File: config.mk
export PLATFORM = sky130hd
export DESIGN_NAME = flag_stripe_engine
export DESIGN_NICKNAME = d
export VERILOG_FILES = /design/src/rtl/flag_pkg.sv /design/src/rtl/stripe_tracker.sv /design/src/rtl/flag_stripe_engine.sv
export SDC_FILE = /design/constraint.sdc
export NUM_CORES = 1
export LEC_CHECK = 0
export BUFFER_PORTS_ARGS = -buffer_cell sky130_fd_sc_hd__buf_2
export CAP_MARGIN = 20
export CORE_UTILIZATION = 30
export DETAILED_ROUTE_END_ITERATION = 10
export PLACE_DENSITY = 0.44
export SLEW_MARGIN = 20
export SYNTH_ARGS = -nofsm -noshare
export SYNTH_HDL_FRONTEND = slang
export SYNTH_SLANG_ARGS = --single-unit
File: constraint.sdc
create_clock -name clk -period 4.16 [get_ports clk]
set_input_delay 0 -clock clk [delete_from_list [all_inputs] [get_ports clk]]
set_output_delay 0 -clock clk [all_outputs]
set_load 0.1 [all_outputs]
File: src/rtl/flag_pkg.sv
`default_nettype none
// +--------------------------------------------------------------------------+
// | flag_pkg : shared colour/palette types and width helpers for the flag    |
// |            stripe renderer.                                               |
// | Revision : 1.0                                                           |
// +--------------------------------------------------------------------------+
package flag_pkg;

  localparam int CW = 6;

  typedef logic [CW-1:0] color_t;

  localparam color_t COLOR_BLACK = '0;

  typedef struct packed {
    color_t a;
    color_t b;
    logic   dither;
  } pal_entry_t;

  function automatic int stripe_idx_w(input int max_stripes);
    return (max_stripes > 2) ? $clog2(max_stripes) : 1;
  endfunction

  function automatic int stripe_cnt_w(input int max_stripes);
    return $clog2(max_stripes + 1);
  endfunction

endpackage
`default_nettype wire

File: src/rtl/stripe_tracker.sv
`default_nettype none
// +--------------------------------------------------------------------------+
// | stripe_tracker : divider-free stripe index from a line-rate accumulator. |
// | Revision       : 1.0                                                     |
// +--------------------------------------------------------------------------+
module stripe_tracker
  import flag_pkg::*;
#(
  parameter int V_ACTIVE    = 480,
  parameter int MAX_STRIPES = 8
) (
  input  logic                                     clk,
  input  logic                                     rst_n,
  input  logic                                     frame_start,
  input  logic                                     line_start,
  input  logic [stripe_cnt_w(MAX_STRIPES)-1:0]     cfg_stripes,
  output logic [stripe_idx_w(MAX_STRIPES)-1:0]     stripe
);

  localparam int SW = stripe_idx_w(MAX_STRIPES);
  localparam int NW = stripe_cnt_w(MAX_STRIPES);
  localparam int AW = $clog2(V_ACTIVE + MAX_STRIPES);
  localparam logic [NW-1:0] N_MAX = NW'(MAX_STRIPES);
  localparam logic [AW-1:0] H     = AW'(V_ACTIVE);

  logic [NW-1:0] n_lat_q, n_lat_d, n_new;
  logic [AW-1:0] acc_q, acc_d, acc_sum;
  logic [SW-1:0] stripe_q, stripe_d;
  logic          first_line_q, first_line_d;

  always_comb begin
    n_new = cfg_stripes;
    if (cfg_stripes == '0) begin
      n_new = NW'(1);
    end else if (cfg_stripes > N_MAX) begin
      n_new = N_MAX;
    end
  end

  // acc + stripe*H tracks (y+1)*n - 1, so stripe is the exact quotient by H
  assign acc_sum = acc_q + AW'(n_lat_q);

  always_comb begin
    n_lat_d      = n_lat_q;
    acc_d        = acc_q;
    stripe_d     = stripe_q;
    first_line_d = first_line_q;
    if (frame_start) begin
      n_lat_d      = n_new;
      acc_d        = AW'(n_new - NW'(1));
      stripe_d     = '0;
      first_line_d = 1'b1;
    end else if (line_start) begin
      if (first_line_q) begin
        first_line_d = 1'b0;
      end else if (acc_sum >= H) begin
        acc_d = acc_sum - H;
        if (NW'(stripe_q) < (n_lat_q - NW'(1))) begin
          stripe_d = stripe_q + SW'(1);
        end
      end else begin
        acc_d = acc_sum;
      end
    end
  end

  always_ff @(posedge clk or negedge rst_n) begin
    if (!rst_n) begin
      n_lat_q      <= NW'(1);
      acc_q        <= '0;
      stripe_q     <= '0;
      first_line_q <= 1'b1;
    end else begin
      n_lat_q      <= n_lat_d;
      acc_q        <= acc_d;
      stripe_q     <= stripe_d;
      first_line_q <= first_line_d;
    end
  end

  assign stripe = stripe_q;

endmodule
`default_nettype wire

File: src/rtl/flag_stripe_engine.sv
`default_nettype none
// +--------------------------------------------------------------------------+
// | flag_stripe_engine : run-time configurable horizontal-stripe flag with a |
// |   double-buffered solid/checkerboard palette committed at frame start.  |
// |   Option FLAG_FRAME_DITHER_EN adds a per-frame checkerboard phase flip.  |
// | Revision : 1.0                                                           |
// +--------------------------------------------------------------------------+
module flag_stripe_engine #(
  parameter int V_ACTIVE    = 480,
  parameter int MAX_STRIPES = 8,
  parameter int CW          = flag_pkg::CW
) (
  input  logic                                           clk,
  input  logic                                           rst_n,
  input  logic                                           frame_start,
  input  logic                                           line_start,
  input  logic                                           video_active,
  input  logic [9:0]                                     pix_x,
  input  logic [9:0]                                     pix_y,
  input  logic [flag_pkg::stripe_cnt_w(MAX_STRIPES)-1:0] cfg_stripes,
  input  logic                                           pal_valid,
  output logic                                           pal_ready,
  input  logic [flag_pkg::stripe_idx_w(MAX_STRIPES)-1:0] pal_idx,
  input  logic [CW-1:0]                                  pal_color_a,
  input  logic [CW-1:0]                                  pal_color_b,
  input  logic                                           pal_dither,
  output logic [CW-1:0]                                  color
);

  localparam int SW = flag_pkg::stripe_idx_w(MAX_STRIPES);

  flag_pkg::pal_entry_t shadow_q [MAX_STRIPES];
  flag_pkg::pal_entry_t shadow_d [MAX_STRIPES];
  flag_pkg::pal_entry_t active_q [MAX_STRIPES];
  flag_pkg::pal_entry_t active_d [MAX_STRIPES];
  flag_pkg::pal_entry_t cur_entry;

  logic          dirty_q, dirty_d;
  logic [CW-1:0] color_q, color_d;
  logic [SW-1:0] stripe;
  logic          phase, sel, pal_fire;
  logic          unused_pix;

  stripe_tracker #(
    .V_ACTIVE    (V_ACTIVE),
    .MAX_STRIPES (MAX_STRIPES)
  ) u_tracker (
    .clk         (clk),
    .rst_n       (rst_n),
    .frame_start (frame_start),
    .line_start  (line_start),
    .cfg_stripes (cfg_stripes),
    .stripe      (stripe)
  );

  // Writes are refused on the commit cycle so a commit never races a write
  assign pal_ready = rst_n & ~frame_start;
  assign pal_fire  = pal_valid & pal_ready;

  always_comb begin
    shadow_d = shadow_q;
    active_d = active_q;
    dirty_d  = dirty_q;
    if (frame_start && dirty_q) begin
      active_d = shadow_q;
      dirty_d  = 1'b0;
    end
    if (pal_fire && (int'(pal_idx) < MAX_STRIPES)) begin
      shadow_d[pal_idx] = '{a: pal_color_a, b: pal_color_b, dither: pal_dither};
      dirty_d           = 1'b1;
    end
  end

`ifdef FLAG_FRAME_DITHER_EN
  logic phase_q, phase_d;

  assign phase_d = frame_start ? ~phase_q : phase_q;

  always_ff @(posedge clk or negedge rst_n) begin
    if (!rst_n) begin
      phase_q <= 1'b0;
    end else begin
      phase_q <= phase_d;
    end
  end

  assign phase = phase_q;
`else
  assign phase = 1'b0;
`endif

  assign cur_entry  = active_q[stripe];
  assign sel        = pix_x[0] ^ pix_y[0] ^ phase;
  assign unused_pix = ^{pix_x[9:1], pix_y[9:1]};

  always_comb begin
    color_d = flag_pkg::COLOR_BLACK;
    if (video_active) begin
      color_d = (cur_entry.dither && sel) ? cur_entry.b : cur_entry.a;
    end
  end

  always_ff @(posedge clk or negedge rst_n) begin
    if (!rst_n) begin
      for (int i = 0; i < MAX_STRIPES; i++) begin
        shadow_q[i] <= '0;
        active_q[i] <= '0;
      end
      dirty_q <= 1'b0;
      color_q <= '0;
    end else begin
      shadow_q <= shadow_d;
      active_q <= active_d;
      dirty_q  <= dirty_d;
      color_q  <= color_d;
    end
  end

  assign color = color_q;

endmodule
`default_nettype wire

After elaboration in Yosys (flattened, before gate mapping)
Index checks and enable logic that the tools add are counted.
{ "classes": {"addsub": 5, "order_cmp": 6, "eq_ne": 1, "mux": 23, "bitwise": 6, "reduce_logical": 10} }
{ "op_table": {"columns": ["cell", "count"], "rows": [
  ["104-bit bitwise mux", 1],
  ["13-bit binary-select mux with 3-bit select", 1],
  ["13-bit demux with 3-bit select", 1],
  ["13-bit 2-to-1 mux", 3],
  ["9-bit 2-to-1 mux", 4],
  ["3-bit 2-to-1 mux", 5],
  ["6-bit 2-to-1 mux", 2],
  ["9-bit by 4-bit adder with 9-bit output", 1],
  ["9-bit greater-or-equal comparator, second input constant", 1],
  ["9-bit subtractor, second input constant", 1],
  ["4-bit greater-or-equal comparator, second input constant", 2],
  ["4-bit 2-to-1 mux", 2],
  ["3-bit inverter with 4-bit output", 2],
  ["2-bit nonzero test", 4],
  ["4-bit by 1-bit subtractor with 5-bit output, second input constant", 1],
  ["4-bit > comparator, second input constant", 1],
  ["4-bit zero test", 1],
  ["3-bit by 4-bit < comparator with 1-bit output", 1],
  ["4-bit by 1-bit < comparator with 1-bit output, second input constant", 1],
  ["1-bit 2-to-1 mux", 4],
  ["4-bit AND reduction", 1],
  ["4-bit by 1-bit subtractor with 4-bit output, second input constant", 1],
  ["3-bit by 1-bit adder with 3-bit output, second input constant", 1],
  ["1-bit logical AND", 3],
  ["other kinds (5)", 6]
]} }
{ "totals": {"ff_bits": 232, "in_bits": 46, "output_inout_bits": 7, "wordCells": 105} }

Logic depth before layout (Yosys ltp)
{ "logic_depth": {"depth_word": 7, "ltp_mapped": 12, "depth_no_buf": 12} }

Modules after synthesis
Synthesis repeated with hierarchy kept, for this count alone.
{ "hier_totals": {"cells_unflattened": 719, "hier_area_um2": 10289.9} }
{ "by_module_without_submodules": {"columns": ["module", "n_inst", "cells_each", "area_per_inst_um2", "seq_area_each_um2"], "rows": [
  ["flag_stripe_engine", 1, 561, 8898.5, 5380.2],
  ["stripe_tracker", 1, 158, 1391.3, 427.9]
]} }

Worst setup path before layout
OpenSTA, ideal clock, no wires.
{ "synth_path": {"path_kind": "reg2reg", "from": "reg u_tracker.acc_q[0]", "to": "reg u_tracker.stripe_q[2] (netlist: u_tracker.stripe[2])", "setup_ns": 0.078, "arrival_time_ns": 2.818, "required_ns": 4.082, "slack_ns": 1.263, "path_stages_with_launch": 13, "path_buffers": 0, "period_less_slack_ns": 2.897, "path_cell_list": "dfrtp_1 > ha_1 > fa_1 > a21o_1 > a21oi_1 > nor2_1 > xor2_1 > ha_1 > inv_1 > a32oi_4 > o2111ai_4 > or3_1 > a21oi_1"} }
{ "synth_between": {"elab_chain_cells": 4} }
{ "synth_rtl": {"columns": ["element", "line_no", "rtl"], "rows": [
  ["start: declaration", "stripe_tracker.sv:27", "logic [AW-1:0] acc_q, acc_d, acc_sum;"],
  ["start signal: assignment", "stripe_tracker.sv:70", "acc_q <= '0;"],
  ["start signal: assignment", "stripe_tracker.sv:75", "acc_q <= acc_d;"],
  ["9-bit by 4-bit adder with 9-bit output", "stripe_tracker.sv:41", "assign acc_sum = acc_q + AW'(n_lat_q);"],
  ["9-bit greater-or-equal comparator", "stripe_tracker.sv:56", "end else if (acc_sum >= H) begin"],
  ["2-bit nonzero test (no line)", null, null],
  ["4-bit AND reduction (no line)", null, null],
  ["end signal: assignment", "stripe_tracker.sv:76", "stripe_q <= stripe_d;"],
  ["end: declaration", "stripe_tracker.sv:28", "logic [SW-1:0] stripe_q, stripe_d;"]
]} }
Every way passes these cells.
A chain may end at the register's enable or synchronous reset.

Worst setup path in the final report
{ "layout_path": {"from": "reg u_tracker.n_lat_q[1]", "to": "reg u_tracker.stripe_q[2] (netlist: u_tracker.stripe[2])"} }
{ "layout_between": {"elab_chain_cells": 4, "word_cells_on_any_way": 7, "cone_classes": "add/sub (2); order compare (2); reduce/logical (3)"} }
{ "layout_rtl": {"columns": ["element", "line_no", "rtl"], "rows": [
  ["start: declaration", "stripe_tracker.sv:26", "logic [NW-1:0] n_lat_q, n_lat_d, n_new;"],
  ["start signal: assignment", "stripe_tracker.sv:74", "n_lat_q <= n_lat_d;"],
  ["9-bit by 4-bit adder with 9-bit output or 4-bit by 1-bit subtractor with 4-bit output (tied branches)", "stripe_tracker.sv:41, stripe_tracker.sv:58", null],
  ["9-bit greater-or-equal comparator or 3-bit by 4-bit < comparator with 1-bit output (tied branches)", "stripe_tracker.sv:56, stripe_tracker.sv:58", null],
  ["2-bit nonzero test (no line)", null, null],
  ["4-bit AND reduction (no line) *", null, null]
]} }
Every way passes the cells marked *; elsewhere a longest branch is shown, timed or not.

==> metrics.cfg <==
[status]
status = complete, no violations

[cts]
cts_tree = done
numCtsBuffers = 28
h-tree-depth = 1
clockBufferDepth = 3
clk_latency_ns = 0.52
root_buffer = clkbuf_16
post_cts_buffers = 0
cts.sinks = 232
clk_pin_slew_ns = 0.06

[layout]
layout_common_cells = 229 x dfrtp_1, 211 x mux2_2, 33 x buf_2
syn_to_final_growth_pct = 19.3
layout_commonest_cell = dfrtp_1
drive_gt1_frac = 0.458
finalNetCount = 796
n_antenna_cell = 0
stdcell_count = 1202
nFillCells = 3194

[drt]
ant_nets = 0
finalWirelength_um = 22500
post-route-drc-count = 0
drt_first_pass_iters = 4
wl_per_cell_um = 18.7
drt-initial-drc-count = 211
viasPerCell = 4.83
vias = 5802

[worst_hold_path]
hp-class = input port to flip-flop

[sta]
slew-limit-headroom = 0.286
worst_hold_slack_ns = 0.174
hold_viol_final = 0
fmax_mhz = 304
worst_pin_slew_ns = 1.07
maxSlewViolCount = 0
fin_tns_setup_ns = 0
min_period_ns = 3.29
setup_viol = 0
rsz0062_at_grt = no
fin_skew_ns = 0.00874
min_period_over_period = 0.792

[floorplan]
rows = 66
dieWidth_um = 186
initial_utilization = 0.307
die_y_um = 186
io-pin-count = 53
core_area_um2 = 32900
die_area_um2 = 34400

[global_route]
antenna_found_initial = 1
grt_max_degree = 83
grt_util_all_layers = 0.138
grt-ovfl-total = 0
grt_pass1_vias = 6265
grt_pass1_wl_um = 36200

[job]
maxCapViolations = 0

[power]
peakVddDrop_mv = 0.351
leakagePower_uw = 0.00541
powerDensity_nw_per_um2 = 537

[worst_setup_path]
setup.worst_path.start_class = flip-flop
path_common_cell = ha_1
cp.required_ns = 4.61
path_max_fanout = 6
cp_cell_sequence = ha_1, a211oi_2, nor2_1, o21ai_0, xnor2_1, ha_1, inv_1, o211ai_1, o2111ai_4, or3_1, a21oi_1
cp_slowest_stage_delay_ns = 0.50
cpMaxStageDelayCell = o21ai_0
endpoint_kind = flip-flop
critPathKind = flip-flop to flip-flop
critPathArrivalTime_ns = 3.74

[synthesis]
synth_area_leaders = dfrtp_1 57%, mux2_2 24%, mux4_2 7.1%
yosys_warnings = 0
syn_avg_cell_area_um2 = 15.1
syn_nets = 727
syn_area_um2 = 10100
yosysTopAreaCellShare = 0.570
ys_ff_latch = 232
synth_cell_type_count = 48
synth-main-ff-cell = dfrtp_1
synthArstFlopShare = 1.00
ys_seq_area_frac = 0.575
yosysTopAreaCell = dfrtp_1
synth_edf_count = 0
synth_cells = 670

[place]
numPortBuffers = 34
place_congestion = 0.760
placed_cells = 1123
hpwl_um = 13900

what timing repair did:
action / 4_1_cts / 5_1_grt
resized for setup: 0 / 0
hold buffers: 28 / 0
setup endpoints to repair: 0 / 0
hold endpoints to repair: 287 / 0
registers in the layout (all words and copies together), names as in the netlist:
name / flops
active_q: 104
u_tracker.n_lat_q: 4
dirty_q: 1
u_tracker.first_line_q: 1
color: 6
u_tracker.acc_q: 9
shadow_q: 104
u_tracker.stripe: 3
cells in the mapped netlist (3+ instances only):
| library cell | count |
|---|---|
| nor3_1 | 4 |
| xnor2_1 | 3 |
| mux2_2 | 211 |
| clkbuf_1 | 22 |
| nand4_1 | 4 |
| o21ai_0 | 9 |
| nor2b_1 | 3 |
| nand3b_1 | 4 |
| mux4_2 | 32 |
| a21oi_1 | 14 |
| nand2_1 | 15 |
| nand2b_1 | 4 |
| and2_1 | 8 |
| mux2i_1 | 6 |
| or3_1 | 3 |
| dfrtp_1 | 230 |
| inv_1 | 7 |
| buf_1 | 11 |
| nor2_1 | 26 |
| xor2_1 | 7 |
| ha_1 | 10 |
report_power, final:
| part | total, uW | leakage, uW | switching (uW) | internal [uW] |
|---|---|---|---|---|
| registers | 3050 | 0.00299 | 260 | 2790 |
| logic | 1040 | 0.00197 | 438 | 606 |
| clock network | 2380 | 0.000463 | 915 | 1470 |
final timing paths:
kind                            slack [ns]  depth (start not counted)                  from                      to
worst max register to register        0.87                         11  u_tracker.n_lat_q[1]     u_tracker.stripe[2]
max in group asynchronous             1.90                          5                 rst_n            active_q[75]
worst min register to register        0.50                          1          active_q[63]            active_q[63]
min in group asynchronous             0.57                          3                 rst_n  u_tracker.first_line_q
worst min-delay path                  0.17                          4            pal_idx[0]            shadow_q[20]
worst max-delay path                  0.87                         11  u_tracker.n_lat_q[1]     u_tracker.stripe[2]
final cells by class:
type	instances	area, um2	share of cell area
timing repair buffer	74	567	0.0470
tap	442	553	0.0459
sequential	232	5810	0.482
inverter	7	26.3	0.00218
multi-input combinational	396	4160	0.345
clock buffer	45	896	0.0743
clock inverter	6	43.8	0.00363
logic make-up after synthesis:
group	after synthesis	synth area share
AO/OA/AOI/OAI	45	0.0328
flip-flops	232	0.575
AND/OR/NAND/NOR	81	0.0412
buffers and inverters	42	0.0158
adder cells (fa/ha/maj)	11	0.0144
XOR/XNOR	10	0.00867
multiplexers	249	0.312
critical path: cells and delay by family, from the launching register on:
kind	cells	cell delay (ns)
DFF	1	0.44
buffers and inverters	1	0.09
adders and majority gates	2	0.54
and+or+nand+nor	2	0.48
AOI/OAI and AO/OA	5	1.49
xor gates and xnor gates	1	0.19
routing by layer:
layer	global-route usage	up-vias	routed length [um]
li1	-	2595	-
met1	0.194	3084	10800
met2	0.223	89	10400
met3	0.0213	34	828
met4	0.0282	0	429
met5	0	-	0
stage by stage:
step	cell area [um2]	setup slack, ns	utilization	total power [uW]
final	12100	0.867	0.367	6470
after global routing	12100	0.519	0.367	6830
after CTS	12100	0.858	0.367	6580
after detailed placement	10800	0.893	0.330	4130
after global placement	10800	0.928	0.330	4050
after floorplan	10100	1.26	-	3800
Power figures use the tool's default switching activity.
